--- config.mk ---
export PLATFORM = sky130hd
export DESIGN_NAME = fetch_unit
export DESIGN_NICKNAME = d
export VERILOG_FILES = /design/src/rtl/fetch_pkg.sv /design/src/rtl/fetch_queue.sv /design/src/rtl/fetch_unit.sv
export SDC_FILE = /design/constraint.sdc
export NUM_CORES = 1
export LEC_CHECK = 0
export BUFFER_PORTS_ARGS = -buffer_cell sky130_fd_sc_hd__buf_2
export CORE_MARGIN = 2
export CORE_UTILIZATION = 35
export DETAILED_ROUTE_END_ITERATION = 7
export PLACE_DENSITY = 0.54
export SLEW_MARGIN = 20
export SYNTH_ARGS = -nofsm -noshare
export SYNTH_HDL_FRONTEND = slang
export SYNTH_SLANG_ARGS = --single-unit
--- constraint.sdc ---
create_clock -name clk -period 7.3 [get_ports clk]
set_input_delay 1.46 -clock clk [delete_from_list [all_inputs] [get_ports clk]]
set_output_delay 1.46 -clock clk [all_outputs]
set_load 0.01 [all_outputs]
--- src/rtl/fetch_pkg.sv ---
// rtl/fetch_pkg.sv - shared constants, fetch-entry type and address helper for the fetch unit
package fetch_pkg;

  localparam int          IMEM_AW      = 13;
  localparam logic [31:0] DEF_RESET_PC = 32'h0000_0000;
  localparam int          DEF_QDEPTH   = 8;

  typedef struct packed {
    logic [31:0] pc;
    logic [31:0] ir;
  } fetch_entry_t;

  // Instruction memory is word addressed; drop the byte offset and keep IMEM_AW bits.
  function automatic logic [IMEM_AW-1:0] word_addr(input logic [31:0] byte_pc);
    return byte_pc[IMEM_AW+1:2];
  endfunction

endpackage

--- src/rtl/fetch_queue.sv ---
// rtl/fetch_queue.sv - circular fetch buffer, two pushes and zero to two pops per cycle
module fetch_queue
  import fetch_pkg::*;
#(
  parameter int  QDEPTH = DEF_QDEPTH,
  localparam int PW     = $clog2(QDEPTH),
  localparam int CW     = PW + 1
) (
  input  logic               clk,
  input  logic               rst_n,
  input  logic               flush_i,
  input  logic               push_i,
  input  fetch_entry_t       push_e1_i,
  input  fetch_entry_t       push_e2_i,
  input  logic [1:0]         deq_num_i,
  output logic [CW-1:0]      count_o,
  output logic [1:0]         valid_o,
  output fetch_entry_t       head1_o,
  output fetch_entry_t       head2_o
);

  fetch_entry_t  mem_q [QDEPTH];
  logic [PW-1:0] head_q, head_d, tail_q, tail_d;
  logic [PW-1:0] head_p1, tail_p1;
  logic [CW-1:0] count_q, count_d;

  assign head_p1 = head_q + PW'(1);
  assign tail_p1 = tail_q + PW'(1);

  // Pointer and occupancy update; a flush wins over any push or pop in the same cycle.
  always_comb begin
    head_d  = head_q;
    tail_d  = tail_q;
    count_d = count_q;
    if (flush_i) begin
      head_d  = '0;
      tail_d  = '0;
      count_d = '0;
    end else begin
      head_d  = head_q + PW'(deq_num_i);
      tail_d  = push_i ? tail_q + PW'(2) : tail_q;
      count_d = count_q + (push_i ? CW'(2) : CW'(0)) - CW'(deq_num_i);
    end
  end

  // Pointer and occupancy registers.
  always_ff @(posedge clk or negedge rst_n) begin
    if (!rst_n) begin
      head_q  <= '0;
      tail_q  <= '0;
      count_q <= '0;
    end else begin
      head_q  <= head_d;
      tail_q  <= tail_d;
      count_q <= count_d;
    end
  end

  // Entry storage; contents need no reset because validity comes from count_q.
  always_ff @(posedge clk) begin
    if (push_i && !flush_i) begin
      mem_q[tail_q]  <= push_e1_i;
      mem_q[tail_p1] <= push_e2_i;
    end
  end

  assign head1_o = mem_q[head_q];
  assign head2_o = mem_q[head_p1];
  assign valid_o = {count_q >= CW'(2), count_q != '0};
  assign count_o = count_q;

endmodule

--- src/rtl/fetch_unit.sv ---
// rtl/fetch_unit.sv - dual-slot instruction fetch with redirect and fetch queue; FETCH_PERF_CNT_EN adds perf counters
module fetch_unit
  import fetch_pkg::*;
#(
  parameter logic [31:0] RESET_PC = DEF_RESET_PC,
  parameter int          QDEPTH   = DEF_QDEPTH
) (
  input  logic               clk,
  input  logic               rst_n,
  output logic [IMEM_AW-1:0] imem_addr1,
  output logic [IMEM_AW-1:0] imem_addr2,
  input  logic [31:0]        imem_ir1,
  input  logic [31:0]        imem_ir2,
  input  logic               redirect_valid,
  input  logic [31:0]        redirect_pc,
  output logic [1:0]         out_valid,
  output logic [31:0]        out_pc1,
  output logic [31:0]        out_pc2,
  output logic [31:0]        out_ir1,
  output logic [31:0]        out_ir2,
`ifdef FETCH_PERF_CNT_EN
  output logic [31:0]        perf_fetched,
  output logic [31:0]        perf_bubble,
`endif
  input  logic [1:0]         deq_num
);

  localparam int CW = $clog2(QDEPTH) + 1;

  logic [31:0]   pc_q, pc_d;
  logic [31:0]   req_pc_q, req_pc_d;
  logic          req_valid_q, req_valid_d;
  logic [CW-1:0] q_count;
  logic [CW:0]   occ_claim;
  logic          issue;
  logic          push;
  fetch_entry_t  push_e1, push_e2, head1, head2;
  logic          unused_redirect_lsb;

  assign unused_redirect_lsb = ^redirect_pc[1:0];

  // Issue only when the queue can absorb this pair plus any pair already in flight.
  always_comb begin
    occ_claim   = {1'b0, q_count} + (req_valid_q ? (CW+1)'(2) : (CW+1)'(0));
    issue       = !redirect_valid && (occ_claim <= (CW+1)'(QDEPTH - 2));
    pc_d        = pc_q;
    req_pc_d    = req_pc_q;
    req_valid_d = 1'b0;
    if (redirect_valid) begin
      pc_d = {redirect_pc[31:2], 2'b00};
    end else if (issue) begin
      pc_d        = pc_q + 32'd8;
      req_valid_d = 1'b1;
      req_pc_d    = pc_q;
    end
  end

  // PC and in-flight request registers.
  always_ff @(posedge clk or negedge rst_n) begin
    if (!rst_n) begin
      pc_q        <= RESET_PC;
      req_pc_q    <= '0;
      req_valid_q <= 1'b0;
    end else begin
      pc_q        <= pc_d;
      req_pc_q    <= req_pc_d;
      req_valid_q <= req_valid_d;
    end
  end

  assign imem_addr1 = word_addr(pc_q);
  assign imem_addr2 = word_addr(pc_q) + IMEM_AW'(1);

  // A redirect discards the response returning this cycle along with the queue.
  assign push    = req_valid_q && !redirect_valid;
  assign push_e1 = '{pc: req_pc_q,         ir: imem_ir1};
  assign push_e2 = '{pc: req_pc_q + 32'd4, ir: imem_ir2};

  fetch_queue #(.QDEPTH(QDEPTH)) u_queue (
    .clk       (clk),
    .rst_n     (rst_n),
    .flush_i   (redirect_valid),
    .push_i    (push),
    .push_e1_i (push_e1),
    .push_e2_i (push_e2),
    .deq_num_i (deq_num),
    .count_o   (q_count),
    .valid_o   (out_valid),
    .head1_o   (head1),
    .head2_o   (head2)
  );

  assign out_pc1 = head1.pc;
  assign out_ir1 = head1.ir;
  assign out_pc2 = head2.pc;
  assign out_ir2 = head2.ir;

`ifdef FETCH_PERF_CNT_EN
  logic [31:0] perf_fetched_q, perf_bubble_q;

  // Count pushed entries and idle cycles not caused by a redirect.
  always_ff @(posedge clk or negedge rst_n) begin
    if (!rst_n) begin
      perf_fetched_q <= '0;
      perf_bubble_q  <= '0;
    end else begin
      if (push) begin
        perf_fetched_q <= perf_fetched_q + 32'd2;
      end
      if ((out_valid == 2'b00) && !redirect_valid) begin
        perf_bubble_q <= perf_bubble_q + 32'd1;
      end
    end
  end

  assign perf_fetched = perf_fetched_q;
  assign perf_bubble  = perf_bubble_q;
`endif

endmodule

== Word-level counts from Yosys, hierarchy flattened ==
Memory sizes are Yosys's and may differ from the RTL's.
Cells that the tools add are included.

* Add/sub/neg operators: 10
* Multiply operators: 0
* Divide/modulo/power cells: 0
* Order comparisons: 2
* Equality and inequality tests: 0
* Shift operators: 0
* Mux-type cells: 12
* Bitwise logic cells: 1
* Reductions and logical operators: 8

{| class="wikitable"
|+ Operator list
! kind !! number
|-
| 32-bit two-way mux || 2
|-
| 32-bit by 3-bit adder with 32-bit output, second input constant || 1
|-
| 32-bit by 4-bit adder with 32-bit output, second input constant || 1
|-
| 13-bit by 1-bit adder with 13-bit output, second input constant || 1
|-
| 3-bit two-way mux || 3
|-
| 3-bit by 1-bit adder with 3-bit output, second input constant || 2
|-
| 4-bit by 2-bit adder with 5-bit output || 1
|-
| 5-bit by 3-bit less-or-equal comparator with 1-bit output, second input constant || 1
|-
| 4-bit adder || 1
|-
| 4-bit by 2-bit >= comparator with 1-bit output, second input constant || 1
|-
| 1-bit two-way mux || 4
|-
| 2-bit two-way mux || 2
|-
| 4-bit two-way mux || 1
|-
| 2-bit nonzero test || 2
|-
| 4-bit nonzero test || 1
|-
| 4-bit by 2-bit subtractor with 4-bit output || 1
|-
| 3-bit by 2-bit adder with 3-bit output || 1
|-
| 3-bit by 2-bit adder with 3-bit output, second input constant || 1
|-
| 1-bit logical AND || 3
|-
| 2-bit AND reduction || 1
|-
| 1-bit logical NOT || 1
|-
| 1-bit inverter || 1
|}

* Register bits after elaboration: 75
* Bits in latches: 0
* RAM bits: 512
* Bits in read-only memories: 0
* Input port bits: 101
* Output and inout port bits: 156
* Word-level logic and storage cells: 40
* Memories: 1

{| class="wikitable"
|+ Memory list
! memory !! depth !! width !! read ports !! clocked after memory_dff !! write ports !! line !! source
|-
| u_queue.mem_q || 8 || 64 || 2 || 0 || 2 || fetch_queue.sv:22 || <nowiki>fetch_entry_t mem_q [QDEPTH];</nowiki>
|}

== Logic depth before layout (Yosys ltp) ==
Gate-level depths: netlist of run 1.

* Depth in word-level cells: 6
* Gate-level depth with buffers: 9
* Mapped depth without buffers: 8

== Hierarchy ==
A second synthesis of run 1 with hierarchy kept.

* Cell total of the unflattened synthesis: 2230
* Area, all modules: 31766.7 µm²

{| class="wikitable"
|+ By module, submodules not included
! module !! times used !! cells each !! area each (µm²) !! seq. area each (µm²)
|-
| fetch_queue || 1 || 1826 || 27995.6 || 15600.0
|-
| fetch_unit || 1 || 404 || 3771.1 || 1526.5
|}

== Worst setup path before layout of run 1 ==
Ideal clock, no wire load.

* Path type: input to register
* Start point: input redirect_valid
* End point: memory u_queue.mem_q[2][0] (netlist bit) (enable)
* Arrival time: 5533 ps
* Data required time: 6763 ps
* Setup slack: 1230 ps
* Cell stages on the path: 4
* Path buffers: 2
* Cells stage by stage: clkbuf_1 nand3b_1 inv_2 buf_1

{| class="wikitable"
|+ RTL lines
! element !! line !! source
|-
| start: declaration || fetch_unit.sv:14 || <nowiki>input logic redirect_valid,</nowiki>
|-
| end: declaration || fetch_queue.sv:22 ||
|}

== Final worst setup path of run 1 ==
* Start point: register u_queue.head_q[0]
* End point: output out_ir2[0]

* Longest elaborated chain between the ends: 2

{| class="wikitable"
|+ Ends and longest elaborated chain
! element !! line !! source
|-
| start: declaration || fetch_queue.sv:23 || <nowiki>logic [PW-1:0] head_q, head_d, tail_q, tail_d;</nowiki>
|-
| start signal: assignment || fetch_queue.sv:49 || <nowiki>head_q <= '0;</nowiki>
|-
| start signal: assignment || fetch_queue.sv:53 || <nowiki>head_q <= head_d;</nowiki>
|-
| 3-bit by 1-bit adder with 3-bit output || fetch_queue.sv:27 || <nowiki>assign head_p1 = head_q + PW'(1);</nowiki>
|-
| memory read 8 x 64 bit || n/a ||
|-
| end: declaration || fetch_unit.sv:20 || <nowiki>output logic [31:0] out_ir2,</nowiki>
|}

No other way between the ends.

==> results of run 1 <==
-- how the worst max path moves through the flow --
stage | to | depth (start not counted)
after floorplan | u_queue.mem_q[2][0] | 4
after global placement | out_ir2[12] | 5
after detailed placement | out_ir2[14] | 5
after CTS | out_ir2[14] | 5
after global routing | out_ir1[14] | 5
final | out_ir2[0] | 5
-- power by group --
part	switching (W)	total, W	leakage, nW	internal (W)
clock	0.00136	0.00324	1.03	0.00189
sequential	0.000565	0.00467	5.31	0.00410
combinational	0.00141	0.00272	5.41	0.00131
total	0.00333	0.0106	11.8	0.00730
-- per-layer routing --
metal	vias to the layer above	global-route usage, %	share of wire (%)
li1	8201	-	-
met1	9555	23.4	42
met2	563	28.9	49
met3	109	3.16	6.2
met4	4	4.99	2.3
met5	-	0	0.039
-- worst min-delay path, cell delays in order (launching register included) --
cell and delay (ps):
dfrtp_1 390, mux2i_1 80, nor2_1 80
-- stage by stage --
step	cell area, um2	instances	hold slack (ps)	setup WS [ps]	utilization (%)
floorplan	30300	2204	489	1230	-
global placement	31900	3313	548	2440	37.3
detailed placement	31900	3313	577	2410	37.3
CTS	34000	3433	593	1750	39.8
finish	34000	3435	592	1850	39.8
global route	34000	3434	633	1620	39.8
-- cell families (layout without fill, tap and decap cells) --
kind of cell               count (synthesis)  in the layout
xor gates and xnor gates                 139            139
buffers and inverters                    332            417
DFF                                      566            566
and+or+nand+nor                          693            693
other                                      1              6
muxes                                    404            404
AOI/OAI and AO/OA                         48             48
adders and majority gates                 18             18
-- layout make-up --
class	count	area, um2	area share [%]
flip-flops and latches	566	16700	49.0
diodes	2	5.00	0.0147
clock inverters	33	248	0.728
clock buffers	87	1870	5.49
inverters	22	101	0.298
multi-input cells	1306	12200	35.9
well taps	1144	1430	4.21
repair buffers	275	1480	4.35
-- flip-flops by register name (all words and copies together), names as in the netlist --
name / flops
u_queue.tail_q: 2
u_queue.head_q: 3
pc_q: 30
u_queue.count_o: 4
u_queue.mem_q: 496
req_pc_q: 30
req_valid_q: 1
-- placed cells by master (no fill, tap or decap), drive strengths merged, types with 7 or more instances in the layout --
| cell | instances |
|---|---|
| nand2 | 472 |
| nor2 | 52 |
| and3 | 8 |
| a31oi | 15 |
| or4 | 18 |
| and4 | 7 |
| o21ai | 13 |
| dfrtp | 70 |
| buf | 275 |
| nand4 | 24 |
| xor2 | 75 |
| or3 | 8 |
| o31ai | 12 |
| mux4 | 248 |
| clkinv | 26 |
| ha | 15 |
| clkbuf | 87 |
| nor4 | 27 |
| nand3 | 34 |
| nor3 | 27 |
| mux2 | 154 |
| xnor2 | 64 |
| inv | 23 |
| edfxtp | 496 |
==> impl_metrics.csv, run 1 <==
group,metric,value,unit
sta,drv_slew,0,
logic_synthesis,avgSynthCellArea,13.7,um2
critical_path,r2r_cells,6,
critical_path,startpoint_type,"flop",
logic_synthesis,yosysWarnings,0,
clocking,cts_htree_levels,3,
sta,worst_slew_pin_slew,1070,ps
critical_path,crit_start,"u_queue.head_q[0]",
floorplanning,core,85400,um2
critical_path,cp_slowest_cell,"dfrtp_4",
grt,antenna_found_initial,4,
logic_synthesis,synth_cells,2201,
clocking,clkLatencyLatePin,600,ps
sta,setup_viol_count_final,0,
logic_synthesis,muxShareOfSynthArea,24.3,%
floorplanning,dieWidth,298,um
routing,drt_iter0_drc,1371,
logic_synthesis,syn_area,30200,um2
sta,slew_headroom,28.9,%
critical_path,reg2reg_slack,3880,ps
grt,gr-total-overflow,0,
clocking,ctsHoldBuffers,0,
routing,routed_via_density,5.37,
logic_synthesis,synth_flop_cell,"edfxtp_1",
power_and_ir_drop,ir_worst_vdd,0.159,mV
critical_path,crit_family,"flip-flops",
logic_synthesis,synth_area_leaders,"edfxtp_1 49%, mux4_2 18%, nand2_1 5.9%, dfrtp_1 5.8%, mux2_2 5.7%",
min_path,min_from,"u_queue.tail_q[2]",
critical_path,crit_chain,"ha_4, buf_12, mux4_2, mux2_2, buf_2",
clocking,cts_made_buffers,69,
routing,first_pass_iters,7,
logic_synthesis,yosys.area_share.simple,10.0,%
min_path,hold_path_end,"u_queue.tail_q[2]",
floorplanning,dieHeight,298,um
clocking,cts_resized,0,
logic_synthesis,synth_top_cell_by_area,"edfxtp_1",
routing,wl_per_cell,22.6,um
sta,hold_viol,0,
logic_synthesis,synth.most_common_cell,"edfxtp_1",
logic_synthesis,synthAdderAreaFrac,0.819,%
critical_path,path_max_fanout,66,
floorplanning,pin_count,257,
grt,grt_max_degree,145,
grt,grt_pass1_wl,119000,um
logic_synthesis,synth_top_area_share,49.3,%
final_layout,num-fill-cells,8034,
routing,drc,0,
power_and_ir_drop,powerDensity,313,nW/um2
placed_design,portBuffers,250,
clocking,cts_root_buffer,"clkbuf_16",
sta,min_period_over_period,74.6,%
logic_synthesis,synth_top_family_by_area,"multiplexers",
critical_path,crit_type,"flop to output pin",
grt,track_usage,17.4,%
floorplanning,die_area,88800,um2
critical_path,r2r-end,"pc_q[18]",
logic_synthesis,synth_edf_count,496,
clocking,numClockSinks,566,
critical_path,required,5840,ps
min_path,hold_depth,2,
routing,antenna_left,0,
final_layout,nets,2359,
min_path,hp-class,"flop to flop",
critical_path,r2r-start,"req_valid_q",
power_and_ir_drop,total_power,0.0106,W
sta,finClkSkew,22.6,ps
logic_synthesis,async_flop_share,12.4,%
logic_synthesis,synth.distinct_cells,51,
sta,rsz0062_at_grt,"no",
critical_path,worst-path-buf-inv,2,
logic_synthesis,synth_compound_area_share,1.06,%
logic_synthesis,synth_commonest_cells,"496 x edfxtp_1, 472 x nand2_1, 248 x mux4_2",
placed_design,place.gp.congestion,0.750,
floorplanning,num_rows,107,
logic_synthesis,synth_seq_cells,566,
routing,vias,18400,
clocking,clk_pin_slew_worst_paths,60,ps
grt,grt_pass1_vias,19200,
sta,layout_min_cycle_time,5450,ps
status,outcome,"finished, final reports clean",
clocking,post-cts-setup-buffer-count,0,
floorplanning,initial_core_util,35.4,%
critical_path,cp_slowest_stage_delay,1020,ps
final_layout,drive_above_1_share,34.6,%
sta,max_freq,184,MHz
clocking,cts_tree,"built",
routing,wirelength,77500,um
power_and_ir_drop,total_leakage_power,11.8,nW
job,maxCapViolCount,0,
critical_path,crit_arrival,3990,ps
sta,fin_setup_tns,0,ps
placed_design,hpwlAfterDp,46500,um
logic_synthesis,synth_xor_area_share,4.05,%
clocking,cts_buffer_depth,3,
critical_path,end_kind,"output pin",
logic_synthesis,ys_seq_area_share,55.0,%
final_layout,syn_to_final_growth,12.5,%
No activity file was read; power rests on OpenSTA's default activity.
==> run 2, diff against run 1 <==
--- a/config.mk
+++ b/config.mk
@@ -9,7 +9,7 @@
 export CORE_MARGIN = 2
 export CORE_UTILIZATION = 35
 export DETAILED_ROUTE_END_ITERATION = 7
-export PLACE_DENSITY = 0.54
+export PLACE_DENSITY = 0.56
 export SLEW_MARGIN = 20
 export SYNTH_ARGS = -nofsm -noshare
 export SYNTH_HDL_FRONTEND = slang
==> constraint.sdc (replaced) <==
create_clock -name clk -period 5 [get_ports clk]
set_input_delay 1 -clock clk [delete_from_list [all_inputs] [get_ports clk]]
set_output_delay 1 -clock clk [all_outputs]
set_load 0.01 [all_outputs]
==> run 2 against run 1 <==
Net effect:
- flip-flop and latch count is the same
- cell count grew 0.41%
- core utilization grew 0.25 points
- power grew 48%
- worst hold slack lost 59 ps
- clock-buffer cell count grew 8
- critical path depth is the same
- global-route usage shrank 0.30 points
- clock skew shrank 1.8 ps
- critical endpoint is now out_ir2[18]
- highest routed layer unchanged
- setup slack lost 1200 ps
- critical path type unchanged
- non-clock buffer count grew 9
==> impl_metrics.csv, run 2 (synthesis results as in run 1) <==
group,metric,value,unit
clocking,cts_htree_levels,3,
critical_path,startpoint_type,"flop",
placed_design,dpl.cell_count,3322,
sta,finClkSkew,20.8,ps
critical_path,path_max_fanout,85,
sta,worst_slew_pin_slew,1030,ps
clocking,cts_made_buffers,68,
clocking,numClockSinks,566,
floorplanning,die_area,88800,um2
clocking,ctsHoldBuffers,0,
floorplanning,initial_core_util,35.4,%
final_layout,final_cells,3449,
power_and_ir_drop,total_power,0.0157,W
final_layout,nets,2367,
final_layout,reg.largest.list,"u_queue.mem_q x496, pc_q x30, req_pc_q x30",
sta,min_period_over_period,87.2,%
routing,first_pass_iters,5,
sta,fin_setup_tns,0,ps
routing,drt_iter0_drc,1267,
sta,setup_viol_count_final,0,
clocking,clkLatencyLatePin,600,ps
placed_design,place.gp.congestion,0.790,
final_layout,largest_register,"u_queue.mem_q",
sta,layout_min_cycle_time,4360,ps
sta,max_freq,229,MHz
routing,wirelength,76400,um
critical_path,end_kind,"output pin",
clocking,cts_buffer_depth,3,
final_layout,syn_to_final_growth,13.2,%
grt,grt_pass1_wl,116000,um
floorplanning,num_rows,107,
grt,gr-total-overflow,0,
routing,antenna_left,0,
floorplanning,dieWidth,298,um
critical_path,crit_type,"flop to output pin",
placed_design,hpwlAfterDp,46400,um
final_layout,seqCellArea,16700,um2
clocking,post-cts-setup-buffer-count,0,
final_layout,drive_above_1_share,34.6,%
sta,drv_slew,0,
power_and_ir_drop,ir_worst_vdd,0.229,mV
floorplanning,dieHeight,298,um
floorplanning,pin_count,257,
placed_design,portBuffers,250,
final_layout,multi_input_area,12200,um2
final_layout,final_cell_mix,"496 x edfxtp_1, 472 x nand2_1, 249 x buf_2, 248 x mux4_2, 154 x mux2_2",
critical_path,required,4000,ps
routing,wl_per_cell,22.2,um
power_and_ir_drop,powerDensity,460,nW/um2
grt,track_usage,17.1,%
power_and_ir_drop,total_leakage_power,11.8,nW
grt,grt_max_degree,89,
job,maxCapViolCount,0,
sta,hold_viol,0,
min_path,hp-class,"primary input to async pin",
sta,slew_headroom,31.2,%
grt,antenna_found_initial,8,
final_layout,final_common_cell,"edfxtp_1",
clocking,clk_pin_slew_worst_paths,60,ps
routing,drc,0,
status,outcome,"finished, final reports clean",
clocking,cts_root_buffer,"clkbuf_16",
routing,vias,18400,
final_layout,largest_register_ffs,496,
critical_path,crit_arrival,3360,ps
floorplanning,core,85400,um2
grt,grt_pass1_vias,19200,
final_layout,num-fill-cells,8014,
clocking,cts_resized,0,
sta,rsz0062_at_grt,"no",
routing,routed_via_density,5.35,
clocking,cts_tree,"built",
[run 2: changes by cell type in the layout (fill, tap and decap cells not counted), moves of 3 or more]
cell        previous run  this run
clkbuf_1              14        22
buf_4                 23        29
clkinv_2              12         6
bufinv_16              2         7
buf_12                 3         6
clkinvlp_4             4         1
[run 2: per-stage QoR]
stage / worst slack, ps / hold WS (ps) / instance area [um2] / util, %
final: 639 / 533 / 34200 / 40.1
after floorplan: 1210 / 489 / 30300 / -
after global placement: 1280 / 550 / 32000 / 37.5
after CTS: 603 / 544 / 34200 / 40.1
after detailed placement: 1260 / 573 / 32000 / 37.5
after global routing: 469 / 580 / 34200 / 40.1
[run 2: area by class of cell]
type | count | area share [%]
sequential | 566 | 48.7
clock buffer | 95 | 5.51
clock inverter | 29 | 1.00
timing repair buffer | 284 | 4.63
antenna | 3 | 0.0219
multi-input combinational | 1306 | 35.7
tap | 1144 | 4.18
inverter | 22 | 0.296
[run 2: routing by layer]
layer  global-route usage [%]  share of wire (%)  wire, um  vias to the layer above
met5                        0              0.089        68                        -
met4                     4.57                2.2      1660                       10
met3                     2.97                6.1      4640                      114
met2                     28.4                 49     37100                      558
met1                     23.2                 43     33000                     9534
li1                         -                  -         -                     8226
[run 2: report_power, final]
| part | switching [W] | internal [W] |
|---|---|---|
| sequential | 0.000790 | 0.00599 |
| clock | 0.00194 | 0.00300 |
| combinational | 0.00208 | 0.00193 |
| total | 0.00482 | 0.0109 |
[run 2: path summary, 6_finish.rpt]
path                              startpoint           endpoint  slack [ps]  depth (start not counted)
min                                    rst_n       req_pc_q[19]         530                          1
max in group asynchronous              rst_n  u_queue.head_q[1]        3770                          1
max                        u_queue.head_q[0]        out_ir2[18]         640                          5
max reg2reg                      req_valid_q           pc_q[21]        1790                          6
min in group clk                    pc_q[29]       req_pc_q[29]         570                          1
min reg2reg                         pc_q[29]       req_pc_q[29]         570                          1
[run 2: worst max-delay path, cell delays in order, from the launching register on]
cell	delay, ps
dfrtp_4	480
buf_12	460
buf_4	640
mux4_2	590
mux2_2	310
buf_2	150
==> run 3, diff against run 2 <==
--- a/config.mk
+++ b/config.mk
@@ -9,8 +9,8 @@
 export CORE_MARGIN = 2
 export CORE_UTILIZATION = 35
 export DETAILED_ROUTE_END_ITERATION = 7
-export PLACE_DENSITY = 0.56
 export SLEW_MARGIN = 20
 export SYNTH_ARGS = -nofsm -noshare
 export SYNTH_HDL_FRONTEND = slang
+export SYNTH_HIERARCHICAL = 1
 export SYNTH_SLANG_ARGS = --single-unit
==> run 3 against run 2 <==
Net effect:
- clock-buffer cell count shrank 3
- first-iteration DRC count grew 30%
- global-route usage grew 1.9 points
- fmax shrank 9.1%
- critical path depth grew 1
- register-to-register slack lost 180 ps
- worst hold slack lost 23 ps
- power fell by 0.53%
- via count is 10% higher
- critical path type unchanged
==> impl_metrics.csv, run 3 <==
group,metric,value,unit
final_layout,largest_register_ffs,512,
logic_synthesis,ys_seq_area_share,53.9,%
routing,routed_via_density,5.65,
critical_path,end_kind,"output pin",
floorplanning,pin_count,257,
critical_path,crit_arrival,3800,ps
floorplanning,core,90000,um2
final_layout,final_common_cell,"edfxtp_1",
logic_synthesis,synth_top_family_by_area,"multiplexers",
logic_synthesis,synth_cells,2230,
floorplanning,initial_core_util,35.3,%
routing,drt_iter0_drc,1645,
clocking,numClockSinks,582,
critical_path,r2r-start,"req_pc_q[3]",
sta,finClkSkew,43.3,ps
clocking,cts_root_buffer,"clkbuf_16",
grt,grt_pass1_wl,135000,um
power_and_ir_drop,ir_worst_vdd,0.286,mV
logic_synthesis,yosys.area_share.simple,9.19,%
routing,wirelength,89500,um
logic_synthesis,synth_compound_area_share,4.25,%
placed_design,hpwlAfterDp,53100,um
final_layout,syn_to_final_growth,14.0,%
clocking,cts_buffer_depth,3,
logic_synthesis,synth_edf_count,512,
power_and_ir_drop,intPower,0.0107,W
critical_path,startpoint_type,"flop",
grt,gr-total-overflow,0,
sta,hold_viol,0,
clocking,clkLatencyLatePin,630,ps
logic_synthesis,synth_flop_cell,"edfxtp_1",
final_layout,reg.largest.list,"u_queue/mem_q x512, pc_q x30, req_pc_q x30",
sta,fin_setup_tns,0,ps
sta,worst_slew_pin_slew,1070,ps
logic_synthesis,synth_seq_cells,582,
final_layout,nets,2484,
power_and_ir_drop,pwr-share-comb,26.7,%
floorplanning,dieWidth,305,um
job,maxCapViolCount,0,
power_and_ir_drop,total_leakage_power,12.8,nW
logic_synthesis,yosysWarnings,6,
critical_path,required,4000,ps
final_layout,drive_above_1_share,31.3,%
floorplanning,die_area,93200,um2
power_and_ir_drop,seqPwrFrac,41.6,%
power_and_ir_drop,total_power,0.0157,W
floorplanning,num_rows,110,
routing,first_pass_iters,5,
critical_path,crit_type,"flop to output pin",
sta,drv_slew,0,
logic_synthesis,synth.distinct_cells,51,
logic_synthesis,synth_top_cell_by_area,"edfxtp_1",
logic_synthesis,avgSynthCellArea,14.2,um2
logic_synthesis,synthAdderAreaFrac,0.740,%
power_and_ir_drop,p_switching,0.00497,W
clocking,clk_pin_slew_worst_paths,50,ps
logic_synthesis,synth_xor_area_share,1.82,%
sta,setup_viol_count_final,0,
status,outcome,"finished, final reports clean",
clocking,cts_made_buffers,70,
critical_path,crit_start,"u_queue/head_q[0]",
power_and_ir_drop,clockPowerShare,31.7,%
sta,slew_headroom,28.5,%
critical_path,path_max_fanout,30,
clocking,cts_resized,0,
final_layout,largest_register,"u_queue/mem_q",
logic_synthesis,muxShareOfSynthArea,25.6,%
placed_design,portBuffers,254,
min_path,hp-class,"primary input to async pin",
grt,grt_pass1_vias,20900,
placed_design,place.gp.congestion,0.786,
logic_synthesis,synth_commonest_cells,"512 x edfxtp_1, 198 x mux2_2, 152 x mux2_1",
logic_synthesis,synth_area_leaders,"edfxtp_1 48%, mux4_2 9.1%, mux2_2 7.0%, dfrtp_1 5.5%, mux2_1 5.4%",
clocking,post-cts-setup-buffer-count,0,
clocking,ctsHoldBuffers,0,
grt,antenna_found_initial,4,
logic_synthesis,syn_area,31800,um2
routing,antenna_left,0,
clocking,cts_htree_levels,3,
sta,layout_min_cycle_time,4800,ps
grt,track_usage,19.0,%
sta,max_freq,209,MHz
sta,min_period_over_period,95.9,%
routing,vias,20300,
clocking,cts_tree,"built",
logic_synthesis,synth.most_common_cell,"edfxtp_1",
power_and_ir_drop,powerDensity,432,nW/um2
grt,grt_max_degree,172,
critical_path,r2r_cells,7,
routing,wl_per_cell,24.9,um
final_layout,final_cell_mix,"512 x edfxtp_1, 253 x buf_2, 198 x mux2_2, 152 x mux2_1, 138 x and3_1",
logic_synthesis,synth_top_area_share,48.4,%
sta,rsz0062_at_grt,"no",
power_and_ir_drop,swShare,31.8,%
routing,drc,0,
floorplanning,dieHeight,305,um
logic_synthesis,async_flop_share,12.0,%
run 3: cell types whose count changed in the layout (fill, tap and decap cells not counted), sizes merged, moves of 17 or more:
| cell | before | now |
|---|---|---|
| buf | 284 | 309 |
| xor2 | 75 | 27 |
| nor3 | 27 | 7 |
| nor4 | 27 | 81 |
| xnor2 | 64 | 39 |
| mux2 | 154 | 350 |
| mux4 | 248 | 128 |
| and3 | 8 | 138 |
| mux2i | 2 | 131 |
| or4 | 18 | 1 |
| nand2 | 472 | 52 |
| a2111oi | 0 | 128 |
| nor2 | 52 | 29 |
| nor2b | 4 | 132 |
run 3: final cells by class:
type / count / area, um2
Multi-Input combinational cell: 1375 / 13400
Antenna cell: 3 / 7.51
Clock buffer: 92 / 1870
Sequential cell: 582 / 17100
Fill cell: 8307 / 53800
Tap cell: 1176 / 1470
Clock inverter: 31 / 358
Timing Repair Buffer: 309 / 1900
Inverter: 28 / 115
run 3: worst paths after layout:
| check | endpoint | slack, ps |
|---|---|---|
| worst max-delay path | out_pc2[10] | 200 |
| worst min-delay path | req_pc_q[30] | 510 |
| min in group clk | req_pc_q[31] | 510 |
| max in group asynchronous | u_queue/head_q[2] | 3770 |
| worst max register to register | u_queue/mem_q[3][60] | 1610 |
| worst min register to register | req_pc_q[31] | 510 |
run 3: power by group through the flow:
stage                     sequential [W]  clock [W]  combinational, W
after global routing             0.00660    0.00530           0.00453
after global placement           0.00657          0           0.00411
after floorplan                  0.00628          0           0.00307
final                            0.00651    0.00496           0.00419
after CTS                        0.00651    0.00511           0.00422
after detailed placement         0.00661          0           0.00419
run 3: worst max-delay path, cell delays in order (launching register included):
cell and delay (ps):
dfrtp_4 610, ha_4 240, xor2_4 820, buf_4 490
a2111oi_0 130, nor4_1 610, buf_2 250
run 3: cells by family (layout without fill, tap and decap cells):
logic type | count (synthesis) | after routing
other | 1 | 21
flip-flops | 582 | 582
XOR/XNOR | 66 | 66
buffers and inverters | 290 | 460
adder cells (fa/ha/maj) | 17 | 17
AO/OA/AOI/OAI | 166 | 166
AND/OR/NAND/NOR | 499 | 499
multiplexers | 609 | 609
run 3: per-layer routing:
layer / share of wire [%] / track usage (%)
met3: 5.6 / 2.79
met4: 2.4 / 6.05
met1: 43 / 25.3
met5: 0 / 0
met2: 49 / 32.0
run 3: per-stage QoR:
step	setup WS [ps]	utilization, %	hold slack, ps	cell area [um2]	instances
floorplan	971	-	479	31800	2247
global placement	881	37.7	498	34000	3470
detailed placement	928	37.7	508	34000	3470
CTS	209	40.2	509	36200	3593
global route	36.0	40.2	527	36200	3595
finish	204	40.2	510	36200	3596
